==> config.mk <==
export PLATFORM = sky130hd
export DESIGN_NAME = bht_controller
export DESIGN_NICKNAME = d
export VERILOG_FILES = /design/src/rtl/bht_pkg.sv /design/src/rtl/bht_upd_fifo.sv /design/src/rtl/bht_controller.sv
export SDC_FILE = /design/constraint.sdc
export NUM_CORES = 1
export LEC_CHECK = 0
export CAP_MARGIN = 20
export CORE_AREA = 2 2 85 87
export CTS_BUF_LIST = sky130_fd_sc_hd__clkbuf_16
export DETAILED_ROUTE_END_ITERATION = 12
export DIE_AREA = 0 0 87 89
export PLACE_DENSITY = 0.77
export SYNTH_ARGS = -nofsm -noshare
export SYNTH_HDL_FRONTEND = slang
export SYNTH_SLANG_ARGS = --single-unit
==> constraint.sdc <==
create_clock -name clock_in -period 2.2 [get_ports clock_in]
set_input_delay 0.44 -clock clock_in [delete_from_list [all_inputs] [get_ports clock_in]]
set_output_delay 0.44 -clock clock_in [all_outputs]
set_load 0.01 [all_outputs]
==> src/rtl/bht_pkg.sv <==
// rtl/bht_pkg.sv - shared FSM encoding, sweep value and counter update rule for the BHT controller
package bht_pkg;

  localparam logic [1:0] ST_INIT   = 2'd0;
  localparam logic [1:0] ST_RUN    = 2'd1;
  localparam logic [1:0] ST_UPD_WR = 2'd2;

  localparam logic [1:0] DEFAULT_INIT_CNT = 2'b01;

  // 2-bit saturating counter step toward the resolved direction
  function automatic logic [1:0] sat_update(input logic [1:0] cnt, input logic taken);
    logic [1:0] res;
    if (taken) res = (cnt == 2'b11) ? cnt : cnt + 2'b01;
    else       res = (cnt == 2'b00) ? cnt : cnt - 2'b01;
    return res;
  endfunction

endpackage

==> src/rtl/bht_upd_fifo.sv <==
// rtl/bht_upd_fifo.sv - synchronous FIFO holding resolved branch outcomes awaiting their RMW
module bht_upd_fifo #(
  parameter int DEPTH = 4,
  parameter int WIDTH = 11
) (
  input  logic             clk_i,
  input  logic             rst_ni,
  input  logic             clear_i,
  input  logic             push_i,
  input  logic [WIDTH-1:0] push_data_i,
  input  logic             pop_i,
  output logic [WIDTH-1:0] head_o,
  output logic             full_o,
  output logic             empty_o
);

  localparam int PTR_W = $clog2(DEPTH);

  logic [WIDTH-1:0] mem_q [DEPTH];
  logic [PTR_W-1:0] wr_ptr_q, wr_ptr_d, rd_ptr_q, rd_ptr_d;
  logic [PTR_W:0]   count_q, count_d;
  logic             do_push, do_pop;

  assign full_o  = (count_q == (PTR_W + 1)'(DEPTH));
  assign empty_o = (count_q == '0);
  assign do_push = push_i && !full_o;
  assign do_pop  = pop_i && !empty_o;
  assign head_o  = mem_q[rd_ptr_q];

  always_comb begin
    wr_ptr_d = wr_ptr_q;
    rd_ptr_d = rd_ptr_q;
    count_d  = count_q;
    if (clear_i) begin
      wr_ptr_d = '0;
      rd_ptr_d = '0;
      count_d  = '0;
    end else begin
      if (do_push) wr_ptr_d = wr_ptr_q + PTR_W'(1);
      if (do_pop)  rd_ptr_d = rd_ptr_q + PTR_W'(1);
      case ({do_push, do_pop})
        2'b10:   count_d = count_q + (PTR_W + 1)'(1);
        2'b01:   count_d = count_q - (PTR_W + 1)'(1);
        default: count_d = count_q;
      endcase
    end
  end

  always_ff @(posedge clk_i or negedge rst_ni) begin
    if (!rst_ni) begin
      wr_ptr_q <= '0;
      rd_ptr_q <= '0;
      count_q  <= '0;
    end else begin
      wr_ptr_q <= wr_ptr_d;
      rd_ptr_q <= rd_ptr_d;
      count_q  <= count_d;
    end
  end

  always_ff @(posedge clk_i) begin
    if (do_push && !clear_i) mem_q[wr_ptr_q] <= push_data_i;
  end

endmodule

==> src/rtl/bht_controller.sv <==
// rtl/bht_controller.sv - BHT RAM sequencer: init/flush sweep, lookup/update arbitration, counter RMW
module bht_controller
  import bht_pkg::*;
#(
  parameter int         MEM_SIZE  = 1024,
  parameter int         IDX_W     = 10,
  parameter int         UPD_DEPTH = 4,
  parameter logic [1:0] INIT_CNT  = DEFAULT_INIT_CNT
) (
  input  logic             clock_in,
  input  logic             reset_in,
  input  logic             flush_in,
  output logic             busy_out,
  input  logic             lookup_valid_in,
  input  logic [IDX_W-1:0] lookup_index_in,
  output logic             lookup_ready_out,
  output logic             pred_valid_out,
  output logic             pred_taken_out,
  output logic [1:0]       pred_counter_out,
  input  logic             upd_valid_in,
  input  logic [IDX_W-1:0] upd_index_in,
  input  logic             upd_taken_in,
  output logic             upd_ready_out,
  output logic             mem_en_out,
  output logic             mem_we_out,
  output logic [IDX_W-1:0] mem_addr_out,
  output logic [1:0]       mem_wdata_out,
  input  logic [1:0]       mem_rdata_in
);

  localparam logic [IDX_W-1:0] LAST_IDX = IDX_W'(MEM_SIZE - 1);

  logic [1:0]       state_q, state_d;
  logic [IDX_W-1:0] sweep_q, sweep_d;
  logic             run_q;
  logic             pred_valid_q, pred_valid_d;

  logic             fifo_full, fifo_empty, fifo_push, fifo_pop;
  logic [IDX_W:0]   fifo_head;
  logic [IDX_W-1:0] head_idx;
  logic             head_taken;

  assign head_idx   = fifo_head[IDX_W-1:0];
  assign head_taken = fifo_head[IDX_W];

  // run_q keeps every RAM/handshake output quiet until the first edge after reset release
  assign busy_out         = (state_q == ST_INIT);
  assign lookup_ready_out = run_q && (state_q == ST_RUN) && !fifo_full && !flush_in;
  assign upd_ready_out    = run_q && (state_q != ST_INIT) && !fifo_full && !flush_in;
  assign fifo_push        = upd_valid_in && upd_ready_out;

  assign pred_valid_out   = pred_valid_q;
  assign pred_counter_out = pred_valid_q ? mem_rdata_in : 2'b00;
  assign pred_taken_out   = pred_counter_out[1];

  bht_upd_fifo #(
    .DEPTH (UPD_DEPTH),
    .WIDTH (IDX_W + 1)
  ) u_upd_fifo (
    .clk_i       (clock_in),
    .rst_ni      (reset_in),
    .clear_i     (flush_in),
    .push_i      (fifo_push),
    .push_data_i ({upd_taken_in, upd_index_in}),
    .pop_i       (fifo_pop),
    .head_o      (fifo_head),
    .full_o      (fifo_full),
    .empty_o     (fifo_empty)
  );

  always_comb begin
    state_d       = state_q;
    sweep_d       = sweep_q;
    pred_valid_d  = 1'b0;
    fifo_pop      = 1'b0;
    mem_en_out    = 1'b0;
    mem_we_out    = 1'b0;
    mem_addr_out  = '0;
    mem_wdata_out = 2'b00;
    if (flush_in) begin
      state_d = ST_INIT;
      sweep_d = '0;
    end else if (run_q) begin
      case (state_q)
        ST_INIT: begin
          mem_en_out    = 1'b1;
          mem_we_out    = 1'b1;
          mem_addr_out  = sweep_q;
          mem_wdata_out = INIT_CNT;
          sweep_d       = sweep_q + IDX_W'(1);
          if (sweep_q == LAST_IDX) state_d = ST_RUN;
        end
        ST_RUN: begin
          // a full FIFO outranks fetch so updates cannot be starved forever
          if (fifo_full || (!lookup_valid_in && !fifo_empty)) begin
            mem_en_out   = 1'b1;
            mem_addr_out = head_idx;
            state_d      = ST_UPD_WR;
          end else if (lookup_valid_in) begin
            mem_en_out   = 1'b1;
            mem_addr_out = lookup_index_in;
            pred_valid_d = 1'b1;
          end
        end
        ST_UPD_WR: begin
          mem_en_out    = 1'b1;
          mem_we_out    = 1'b1;
          mem_addr_out  = head_idx;
          mem_wdata_out = sat_update(mem_rdata_in, head_taken);
          fifo_pop      = 1'b1;
          state_d       = ST_RUN;
        end
        default: state_d = ST_INIT;
      endcase
    end
  end

  always_ff @(posedge clock_in or negedge reset_in) begin
    if (!reset_in) begin
      state_q      <= ST_INIT;
      sweep_q      <= '0;
      run_q        <= 1'b0;
      pred_valid_q <= 1'b0;
    end else begin
      state_q      <= state_d;
      sweep_q      <= sweep_d;
      run_q        <= 1'b1;
      pred_valid_q <= pred_valid_d;
    end
  end

endmodule

==> results.json <==
{
  "status": "finished with violations",
  "violations": "negative setup slack",
  "power_mw": 2.85,
  "r2r-end": "u_upd_fifo.count_q[1]",
  "crit_path_end_kind": "primary output",
  "numCtsBuffers": 9,
  "h-tree-depth": 3,
  "n_fill_cell": 473,
  "synth_largest_area_cell": "edfxtp_1",
  "wl_met3_um": 240,
  "rows": 30,
  "cts_sinks": 65,
  "n_antenna_cell": 0,
  "regArea_sq_mm": 0.00185,
  "layout-drive-gt1-share_pct": 37.2,
  "max_stage_delay_ns": 0.40,
  "maxCapViolCount": 0,
  "syn_area_per_cell_sq_um": 13.3,
  "clk_latency_ns": 0.33,
  "cts.reportedPaths.clkPinSlew_ns": 0.06,
  "post-route-util_pct": 67.2,
  "die_h_um": 89,
  "ys_ff_latch": 65,
  "synth_seq_area_share_pct": 57.2,
  "first_pass_iters": 4,
  "async_flop_share_pct": 32.3,
  "vias_per_cell": 5.56,
  "cp_cell_sequence": "or3_4, and2_4, a31oi_4, buf_12, o21ai_1, buf_2",
  "netlist_top_cells_area": "edfxtp_1 41%, dfrtp_1 16%, mux4_2 7.7%",
  "timing.rr.start": "u_upd_fifo.count_q[0]",
  "design.core.area_sq_mm": 0.00672,
  "post_drt_wl_per_cell_um": 17.1,
  "initialDrtViolationCount": 104,
  "grt-ovfl-total": 0,
  "syn-num-nets": 277,
  "rsz0062_at_grt": "true",
  "num_vias": 2357,
  "final_hold_viol_count": 0,
  "hold_buffers": 0,
  "grt_pass1_vias": 2408,
  "rr_worst_depth": 9,
  "top_layer": "met4",
  "criticalPathCategory": "flip-flop to primary output",
  "syn_to_final_growth_pct": 39.7,
  "dp_slack_ns": -0.676,
  "die_area_sq_mm": 0.00774,
  "hold_ws_ns": 0.461,
  "power_leakage_nw": 1.82,
  "min_path_type": "input port to asynchronous set/reset pin",
  "multi_input_area_sq_mm": 0.00132,
  "routabilityCongestion": 0.823,
  "post_dp_cell_area_sq_mm": 0.00408,
  "period_needed_ns": 2.33,
  "hpwlAfterDp_mm": 4.94,
  "powerDensity_mw_per_mm2": 631,
  "clk_path_buf_depth": 2,
  "ys_warn_count": 0,
  "synth_cell_types": 55,
  "critPathArrivalTime_ns": 1.89,
  "drc": 0,
  "cp.required_ns": 1.76,
  "grt_pass1_wl_mm": 11.9,
  "synth_ff_type": "edfxtp_1",
  "cp-start-kind": "flip-flop",
  "min_period_over_period_pct": 106,
  "start_util_pct": 48.1,
  "netlist_area_sq_mm": 0.00323,
  "ant_nets": 0,
  "skew_ns": 0.00743,
  "synth.most_common_cell": "edfxtp_1",
  "antenna_found_initial": 0,
  "ir_drop_mv": 0.699,
  "finalNetCount": 373,
  "finalMaxSlewViolations": 0,
  "yosysTopAreaCellShare_pct": 40.9,
  "setup_ws_ns": -0.128,
  "stdcell_area_sq_mm": 0.00451,
  "crit_fanout": 6,
  "wl_met2_mm": 3.81,
  "setup_violations": 11,
  "synthTopCellsByCount": "44 x edfxtp_1, 21 x dfrtp_1, 15 x inv_1, 15 x o21ai_0, 14 x nor2_1",
  "synth_edf_count": 44,
  "io_pins": 49,
  "tritoncts": "yes",
  "wl_met1_mm": 3.01,
  "fp.dieW_um": 87,
  "grt_usage_pct": 21.0,
  "root_buffer": "clkbuf_16",
  "syn_inst": 243,
  "timing.reg2reg.setup_slack_ns": -0.08,
  "cp_slowest_cell": "dfrtp_1",
  "drt_wl_total_mm": 7.27,
  "fmaxAchievable_mhz": 430,
  "numPortBuffers": 48,
  "grt_max_degree": 22
}
[cell families (layout without fill, tap and decap cells)]
group           count (synthesis)  in the layout  synth area share (%)
fa+ha+maj                       6              6                  2.56
xor+xnor                       10             10                  2.71
compound gates                 54             54                  11.3
other cells                     1              1                 0.116
simple gates                   66             66                  13.5
flops                          65             65                  57.2
mux                            12             12                  7.98
buf+inv                        29            130                  4.69
[registers in the layout, indices dropped and copies added, names as in the netlist]
signal / flops
u_upd_fifo.count_q: 3
u_upd_fifo.rd_ptr_q: 2
sweep_q: 10
run_q: 1
u_upd_fifo.wr_ptr_q: 2
state_q: 2
pred_valid_out: 1
u_upd_fifo.mem_q: 44
[cell type report]
cell class	count	area share (%)
flip-flops and latches	65	41.0
multi-input cells	149	29.2
repair buffers	99	19.8
clock buffers	9	4.99
well taps	80	2.22
clock inverters	7	1.58
inverters	15	1.25
[worst max-delay path, delay by kind of cell, from the launching register on]
family | cells | cell delay [ns]
AOI/OAI and AO/OA | 2 | 0.31
buffers and inverters | 2 | 0.29
DFF | 1 | 0.40
and+or+nand+nor | 2 | 0.56
[worst max path at each step]
stage          slack, ns  depth (start not counted)                  start                     to
6_report           -0.13                          6  u_upd_fifo.count_q[0]        mem_addr_out[5]
5_1_grt            -0.19                          6  u_upd_fifo.count_q[0]        mem_addr_out[5]
4_1_cts            -0.14                          7  u_upd_fifo.count_q[0]        mem_addr_out[1]
3_5_place_dp       -0.68                          6               flush_in        mem_addr_out[1]
3_3_place_gp       -0.66                          6               flush_in        mem_addr_out[1]
2_1_floorplan       0.12                          9               flush_in  u_upd_fifo.count_q[1]
[per-layer routing]
layer	GRT usage [%]	up-vias
met4	11.4	0
li1	-	1111
met5	0	-
met2	35.7	59
met1	25.2	1172
met3	4.25	15
[layout by cell type (no fill, tap or decap), drive strengths merged, types with 2 or more instances in the layout]
master and instances:
buf 62, edfxtp 44, clkdlybuf4s50 30, dfrtp 21, o21ai 17, inv 15
nor2 15, clkbuf 12, mux4 11, nand2 11, a22oi 10, a21oi 10
and2 9, xor2 8, ha 5, o211ai 4, nand3 4, nor3 4
clkinv 4, and3 3, nand4 3, a31oi 3, nand2b 3, and2b 2
nor3b 2, xnor2 2, o31ai 2, and4 2, clkinvlp 2, dlygate4sd2 2
or3 2
[through the flow]
stage / TNS [ns] / std cells
floorplan: 0 / 243
global route: -1.96 / 424
global placement: -14.82 / 395
detailed placement: -15.32 / 395
CTS: -0.892 / 421
finish: -1.16 / 424
[timing repair]
action	CTS	global route
gates cloned	0	0
pin swaps	10	4
gates resized for setup	88	12
endpoints found under the setup margin	18	16
buffers inserted	10	3
[power by group]
part | leakage, nW | internal, mW | switching (mW) | total [mW]
sequential | 0.682 | 1.31 | 0.00754 | 1.32
combinational | 1.00 | 0.0735 | 0.0651 | 0.139
clock | 0.139 | 0.873 | 0.517 | 1.39
total | 1.82 | 2.26 | 0.589 | 2.85
No activity file was read; power rests on OpenSTA's default activity.
